$ cat src/rtl/sel_dist_pkg.sv
// Shared constants and types for the 1-to-4 stream distributor.
// Lane indices and mode encodings live here so the top and the bench agree on them.
package sel_dist_pkg;

    localparam int N_CH  = 4;
    localparam int SEL_W = 2;

    localparam logic MODE_DIRECTED = 1'b0;
    localparam logic MODE_RR       = 1'b1;

    typedef logic [SEL_W-1:0] lane_idx_t;

    // Round-robin successor; the 2-bit width makes 3 -> 0 wrap for free.
    function automatic lane_idx_t next_lane(input lane_idx_t idx);
        return lane_idx_t'(idx + 1'b1);
    endfunction

endpackage

$ cat src/rtl/sel_1_4_dist_if.sv
// Producer/consumer bundle of the distributor: one input stream, four output lanes, status.
// The master side drives the producer inputs and lane readies; the slave side is the distributor.
interface sel_1_4_dist_if #(
    parameter int W = 8
);
    import sel_dist_pkg::*;

    logic                  mode;
    logic [W-1:0]          in_data;
    lane_idx_t             in_sel;
    logic                  in_valid;
    logic                  in_ready;
    logic [N_CH*W-1:0]     out_data;
    logic [N_CH-1:0]       out_valid;
    logic [N_CH-1:0]       out_ready;
    lane_idx_t             rr_ptr;
    logic                  busy;

    modport master (
        output mode, in_data, in_sel, in_valid, out_ready,
        input  in_ready, out_data, out_valid, rr_ptr, busy
    );

    modport slave (
        input  mode, in_data, in_sel, in_valid, out_ready,
        output in_ready, out_data, out_valid, rr_ptr, busy
    );

endinterface

$ cat src/rtl/sel_dist_slot.sv
// One-entry register slice for a single output lane.
// A load wins over a drain in the same cycle, which gives one word per cycle through the lane.
module sel_dist_slot #(
    parameter int W = 8
) (
    input  logic         clk,
    input  logic         rst,
    input  logic         load,
    input  logic [W-1:0] d,
    output logic         valid,
    input  logic         ready,
    output logic [W-1:0] q,
    output logic         free
);

    // NOTE: sequential state uses non-blocking assignments so every register samples pre-edge values.
    always_ff @(posedge clk) begin
        if (rst) begin
            valid <= 1'b0;
            // NOTE: the data register is reset too, because the lane must read zero after reset.
            q     <= '0;
        end else begin
            if (load) begin
                valid <= 1'b1;
                q     <= d;
            end else if (valid && ready) begin
                valid <= 1'b0;
            end
        end
    end

    assign free = ~valid | ready;

endmodule

$ cat src/rtl/sel_1_4_dist.sv
// 1-to-4 stream distributor: routes each accepted word to one lane chosen by IN_SEL or a
// round-robin pointer. Each lane is a one-entry slot with its own valid/ready handshake.
module sel_1_4_dist
    import sel_dist_pkg::*;
#(
    parameter int W = 8
) (
    input logic           clk,
    input logic           rst,
    sel_1_4_dist_if.slave bus
);

    lane_idx_t        rr_ptr_q;
    lane_idx_t        tgt;
    logic             acc;
    logic [N_CH-1:0]  load;
    logic [N_CH-1:0]  free;
    logic [N_CH-1:0]  valid;
    logic [W-1:0]     q [N_CH];

    assign tgt         = (bus.mode == MODE_RR) ? rr_ptr_q : bus.in_sel;
    // Readiness looks only at the target lane; a full lane elsewhere never blocks.
    assign bus.in_ready = ~rst & free[tgt];
    assign acc         = bus.in_valid & bus.in_ready;

    // NOTE: every always_comb output gets a default first so no latch is inferred.
    always_comb begin
        load = '0;
        if (acc) begin
            load[tgt] = 1'b1;
        end
    end

    for (genvar i = 0; i < N_CH; i++) begin : g_lane
        sel_dist_slot #(.W(W)) u_slot (
            .clk   (clk),
            .rst   (rst),
            .load  (load[i]),
            .d     (bus.in_data),
            .valid (valid[i]),
            .ready (bus.out_ready[i]),
            .q     (q[i]),
            .free  (free[i])
        );
    end

    always_comb begin
        bus.out_data = '0;
        for (int i = 0; i < N_CH; i++) begin
            bus.out_data[i*W +: W] = q[i];
        end
    end

    // Strict order: the pointer moves only on a round-robin accept, never on stall or mode change.
    always_ff @(posedge clk) begin
        if (rst) begin
            rr_ptr_q <= '0;
        end else if (acc && (bus.mode == MODE_RR)) begin
            rr_ptr_q <= next_lane(rr_ptr_q);
        end
    end

    assign bus.out_valid = valid;
    assign bus.rr_ptr    = rr_ptr_q;
    assign bus.busy      = |valid;

    a_one_load : assert property (@(posedge clk) $onehot0(load));
    a_rst_ready : assert property (@(posedge clk) rst |-> !bus.in_ready);

endmodule

$ cat src/flat_wrapper.sv
// flat-port wrapper written by rule: the top's interface ports become plain ports
module sel_1_4_dist_flat import sel_dist_pkg::*;
#(
    parameter int W = 8
)
  (clk, rst, bus_mode, bus_in_data, bus_in_sel, bus_in_valid, bus_out_ready, bus_in_ready, bus_out_data, bus_out_valid, bus_rr_ptr, bus_busy);
  sel_1_4_dist_if #(.W(W)) bus_i ();
  input logic clk;
  input logic rst;
  input wire logic [$bits(bus_i.mode)-1:0] bus_mode;
  input wire logic [$bits(bus_i.in_data)-1:0] bus_in_data;
  input wire logic [$bits(bus_i.in_sel)-1:0] bus_in_sel;
  input wire logic [$bits(bus_i.in_valid)-1:0] bus_in_valid;
  input wire logic [$bits(bus_i.out_ready)-1:0] bus_out_ready;
  output wire logic [$bits(bus_i.in_ready)-1:0] bus_in_ready;
  output wire logic [$bits(bus_i.out_data)-1:0] bus_out_data;
  output wire logic [$bits(bus_i.out_valid)-1:0] bus_out_valid;
  output wire logic [$bits(bus_i.rr_ptr)-1:0] bus_rr_ptr;
  output wire logic [$bits(bus_i.busy)-1:0] bus_busy;
  assign bus_i.mode = bus_mode;
  assign bus_i.in_data = bus_in_data;
  assign bus_i.in_sel = bus_in_sel;
  assign bus_i.in_valid = bus_in_valid;
  assign bus_i.out_ready = bus_out_ready;
  assign bus_in_ready = bus_i.in_ready;
  assign bus_out_data = bus_i.out_data;
  assign bus_out_valid = bus_i.out_valid;
  assign bus_rr_ptr = bus_i.rr_ptr;
  assign bus_busy = bus_i.busy;
  sel_1_4_dist #(.W(W)) u_core (.clk(clk), .rst(rst), .bus(bus_i));
endmodule
$ cat config.mk
export PLATFORM = sky130hd
export DESIGN_NAME = sel_1_4_dist_flat
export DESIGN_NICKNAME = d
export VERILOG_FILES = /design/src/rtl/sel_dist_pkg.sv /design/src/rtl/sel_1_4_dist_if.sv /design/src/rtl/sel_dist_slot.sv /design/src/rtl/sel_1_4_dist.sv /design/src/flat_wrapper.sv
export SDC_FILE = /design/constraint.sdc
export NUM_CORES = 1
export LEC_CHECK = 0
export CAP_MARGIN = 10
export CORE_MARGIN = 4
export CORE_UTILIZATION = 28
export CTS_CLUSTER_DIAMETER = 80
export DETAILED_ROUTE_END_ITERATION = 8
export GPL_ROUTABILITY_DRIVEN = 0
export SYNTH_ARGS = -nofsm -noshare
export SYNTH_HDL_FRONTEND = slang
export SYNTH_SLANG_ARGS = --single-unit
$ cat constraint.sdc
create_clock -name clk -period 2.4 [get_ports clk]
set_input_delay 0.36 -clock clk [delete_from_list [all_inputs] [get_ports clk]]
set_output_delay 0.36 -clock clk [all_outputs]
set_load 0.02 [all_outputs]
---- Word level (Yosys, flattened, before mapping) ----
Index checks and enable logic that the tools add are counted.
operators by class
  add/sub/neg operators ................... 1
  multipliers ............................. 0
  divide/modulo/power cells ............... 0
  order comparisons ....................... 2
  eq/ne operators ......................... 0
  shift-type cells ........................ 0
  muxes and demuxes ....................... 14
  bitwise operators ....................... 11
  reduce and logical (&&, ||, !) cells .... 11
operator list
  cell                   number
  $mux W1                10
  $reduce_bool A2 Y1     4
  $logic_and A1 B1 Y1    6
  $not A1 Y1             5
  $mux W4                1
  $or A1 B1 Y1           4
  $reduce_or A4 Y1       1
  $lt A2 B3 Y1 const B   1
  $add A2 B1 Y2 const B  1
  $and A1 B1 Y1          2
  $bmux W1 S2            1
  $demux W1 S2           1
  $ge A2 B1 Y1 const B   1
  $mux W2                1
storage, ports and cells
  register bits after elaboration ......... 38
  latch bits .............................. 0
  bits in writable memories ............... 0
  ROM bits ................................ 0
  input port bits ......................... 18
  output and inout port bits .............. 40
  word-level logic and storage cells ...... 48
  memories ................................ 0

---- Depth between registers and ports, before layout ----
  depth in word-level cells ............... 8
  depth in mapped cells ................... 6
  mapped depth without buffers ............ 5

---- By module ----
From an unflattened synthesis, not the netlist that was laid out.
second synthesis, totals
  cells, all modules ...................... 155
  area total of the unflattened synthesis .. 1551.5 sq um
by module, submodules not included
  module         times used  cells each  area each (sq um)
  sel_dist_slot  4           30          321.6
  sel_1_4_dist   1           35          265.3

---- Worst setup path after synthesis ----
Ideal clock, no wire load.
  path type ............................... flip-flop to output port
  from .................................... reg u_core.rr_ptr_q[0], in the netlist u_core.bus.rr_ptr[0]
  to ...................................... out bus_in_ready
  arrival time ............................ 1620 ps
  setup slack ............................. 420 ps
  stages on the path, launching flop included .. 5
  cells stage by stage .................... dfxtp_1 nor2_1 a22o_1 a222oi_1 and2_1
between the ends
  cells in the longest elaborated chain, start to end .. 4
ends and longest elaborated chain
  what                           line                source
  from (decl)                    sel_1_4_dist.sv:13  lane_idx_t rr_ptr_q;
  from (signal assigned)         sel_1_4_dist.sv:59  rr_ptr_q <= next_lane(rr_ptr_q);
  $mux W2                        sel_1_4_dist.sv:21  assign tgt = (bus.mode == MODE_RR) ? rr_ptr_q : bus.in_sel;
  $bmux W1 S2                    sel_1_4_dist.sv:23  assign bus.in_ready = ~rst & free[tgt];
  $mux W1 (not written as such)  sel_1_4_dist.sv:23
  $and A1 B1 Y1                  sel_1_4_dist.sv:23
  to (decl)                      flat_wrapper.sv:15  output wire logic [$bits(bus_i.in_ready)-1:0] bus_in_ready;
Every way passes these cells. The select of a mux whose other input is x is not followed.

---- Worst setup path after layout ----
  from .................................... in bus_mode
  to ...................................... out bus_in_ready
between the ends
  cells in the longest elaborated chain, start to end .. 4
ends and longest elaborated chain
  what                           line                source
  from (decl)                    flat_wrapper.sv:10  input wire logic [$bits(bus_i.mode)-1:0] bus_mode;
  $mux W2                        sel_1_4_dist.sv:21
  $bmux W1 S2                    sel_1_4_dist.sv:23
  $mux W1 (not written as such)  sel_1_4_dist.sv:23
  $and A1 B1 Y1                  sel_1_4_dist.sv:23
Every way passes these cells. The select of a mux whose other input is x is not followed.

==> key figures <==
Finish
  – Fraction of layout cells with a size suffix above 1: 0.0969
  – Non-Filler Instances: 299
  – Fin area: 2390 um^2
  – Area growth syn-to-layout: 48.9%
  – Net count, final: 244
  – Filler cells: 566
  – Ant. Diodes: 0

Worst setup path
  – Critical setup path kind: in -> out
  – Top delay family on crit path: buffers and inverters
  – CP startpoint kind: primary input
  – WP buf/inv: 3
  – Stages on worst setup path: 6
  – Slowest-stage cell, CP: clkdlybuf4s50_1
  – Worst R2R Path Depth: 8
  – CP endpoint kind: output pin
  – Crit path cell chain: clkdlybuf4s50_1 -> buf_4 -> a22o_1 -> a222oi_1 -> and2_1 -> buf_2
  – Critical Path RT: 2.04 ns
  – Arrival @ worst endpoint: 1.89 ns
  – Crit Path Max Fanout: 4
  – CP peak stage delay: 0.45 ns

Global routing
  – Grt ovf: 0
  – Total track usage: 0.118
  – Vias in the first global route: 1,334
  – First-pass GRT wire length: 6650 um
  – Pin count of the biggest net entering global routing: 48
  – Initial antenna violation count: 0

Yosys
  – Post-synth ARST share: 0
  – Syn Nets: 180
  – Mapped Cells: 162
  – Post-synth EDFFs: 0
  – Synth top area cells: dfxtp_1, mux2i_1, nand2b_1, nor2_1, buf_4
  – Register area share after synthesis: 0.473
  – Synth area leader: dfxtp_1
  – Synthesis Warnings: 0
  – Yosys cell types: 25
  – Mapped Area: 1610 um^2
  – #FFs+latches synth: 38
  – Post-synth top area share: 0.473
  – Syn avg cell area: 9.92 um^2
  – Main synth FF type: dfxtp_1

Clock tree
  – Cts hold-fix bufs: 0
  – H-tree levels: 2
  – Reg clk slew, reported paths: 0.08 ns
  – Total CTS buffers: 5
  – CTS tree: yes
  – CTS max path bufs: 2
  – CTS root buf: clkbuf_8
  – Sink Count: 38
  – Worst-Skew Late Latency: 0.29 ns

Power
  – Maximum VDD drop: 0.262 mV
  – Leak: 0.00103 uW
  – PwrDens: 574 nW/um^2

Timing
  – Relative slew slack: 0.720
  – Tmin final: 2.25 ns
  – Max Slew Vio Count: 0
  – FMAX: 445 MHz
  – Clk_skew: 0.00754 ns
  – Least-Margin Pin Slew: 0.419 ns
  – Final Setup Violations: 0
  – Final WS setup: 0.155 ns
  – RSZ-0062 raised after global routing: false
  – Period utilization: 0.936
  – Final hold violation count: 0

Detailed routing
  – Average wire per standard cell: 13.1 um
  – Remaining antenna violation count: 0
  – Vias per inst: 4.39
  – 1st-pass router iterations: 4
  – Initial drt markers: 79
  – Post-Route WL: 3910 um
  – Remaining DRCs: 0
  – Vias post-DR: 1,312

Flow run
  – Number of max-cap violations: 0

Worst hold path
  – Hold path depth: 2
  – HP Class: reg -> reg

Placement
  – Placement-stage worst setup slack: -0.287 ns
  – HPWL Detailed: 2850 um
  – IO Port Bufs: 57
  – Placed cell areas: 2280 um^2
  – Dpl cells: 290

Outcome
  – Status: finished, final reports clean

Die
  – Core region area: 5540 um^2
  – I/O pin count: 58
  – Die area: 7020 um^2
  – Initial core utilization: 0.290
  – Row Count: 27
  – Chip height: 83.8 um
  – Die width: 83.8 um
## metrics by stage
stage	total power (uW)	hold WS, ns	util	TNS, ns
global placement	861	0.463	0.412	-0.266
global route	1440	0.500	0.432	0
detailed placement	862	0.468	0.412	-0.287
CTS	1400	0.485	0.432	0
floorplan	765	0.462	-	0
finish	1370	0.479	0.432	0
## synth_stat cells (2+ instances only)
| cell | count |
|---|---|
| buf_4 | 6 |
| inv_1 | 3 |
| and3_1 | 2 |
| nand2b_1 | 29 |
| nor2b_1 | 6 |
| dfxtp_1 | 38 |
| clkbuf_1 | 5 |
| mux2i_1 | 33 |
| nand4_1 | 3 |
| nor2_1 | 18 |
| a21oi_1 | 5 |
## cell type report
cell class / instances / area (um^2) / share of cell area
clock buffer: 5 / 68.8 / 0.0288
clock inverter: 3 / 40.0 / 0.0167
multi-input combinational: 109 / 767 / 0.320
timing repair buffer: 69 / 656 / 0.274
inverter: 3 / 11.3 / 0.00470
sequential: 38 / 761 / 0.318
tap: 72 / 90.1 / 0.0376
## sequential cells by signal, indices dropped and copies added, names as in the netlist
name	count
u_core.g_lane.u_slot.valid	4
u_core.bus.rr_ptr	2
u_core.g_lane.u_slot.q	32
## path summary, 6_finish.rpt
check	startpoint	end	slack, ns
setup reg to reg	u_core.bus.rr_ptr[0]	u_core.g_lane[2].u_slot.q[4]	0.47
setup / recovery	bus_mode	bus_in_ready	0.15
hold reg to reg	u_core.g_lane[0].u_slot.q[7]	u_core.g_lane[0].u_slot.q[7]	0.48
hold / removal	u_core.g_lane[0].u_slot.q[7]	u_core.g_lane[0].u_slot.q[7]	0.48
## worst min-delay path, stage by stage (launching register included)
cell and delay [ns]:
dfxtp_1 0.31, nand2b_1 0.06, mux2i_1 0.06
## where the power goes
part	internal (uW)	leakage, uW	switching, uW
logic	98.9	0.000663	87.0
registers	647	0.000308	11.7
clock network	306	0.0000579	224
## cells in the final DEF (no fill, tap or decap)
cell and n:
nand2b_1 29, bufinv_16 1, o21ai_0 1, nand3b_1 1, nor2_1 18, a32o_1 1, buf_2 1, o21ai_1 1
dfxtp_1 38, clkinv_2 2, nand3_1 1, and3_1 2, nor2b_1 6, nor2_2 1, a41o_1 1, buf_4 12
a22o_1 1, clkbuf_8 5, or4_1 1, nand4_1 3, mux2i_1 33, nand2_1 1, a222oi_1 1, inv_1 3
and2_1 1, a21oi_1 5, a311oi_1 1, clkdlybuf4s50_1 56
## kinds of logic after synthesis
| kind of cell | synth area share |
|---|---|
| and+or+nand+nor | 0.220 |
| buffers and inverters | 0.0498 |
| DFF | 0.473 |
| AOI/OAI and AO/OA | 0.0514 |
| muxes | 0.205 |
## layer usage
metal | GRT usage | vias to the layer above | share of wire
met4 | 0.0497 | 0 | 0.016
met1 | 0.166 | 598 | 0.51
met3 | 0.0434 | 7 | 0.071
li1 | - | 668 | -
met2 | 0.159 | 39 | 0.41
met5 | 0 | - | 0
## timing repair
| item | CTS | global route |
|---|---|---|
| pin swaps | 0 | 2 |
| setup endpoints to repair | 1 | 1 |
| setup buffers | 0 | 1 |
| resized for setup | 3 | 1 |
| gates cloned | 0 | 0 |
| endpoints found under the hold margin | 0 | 0 |
(Power assumes the default switching activity.)
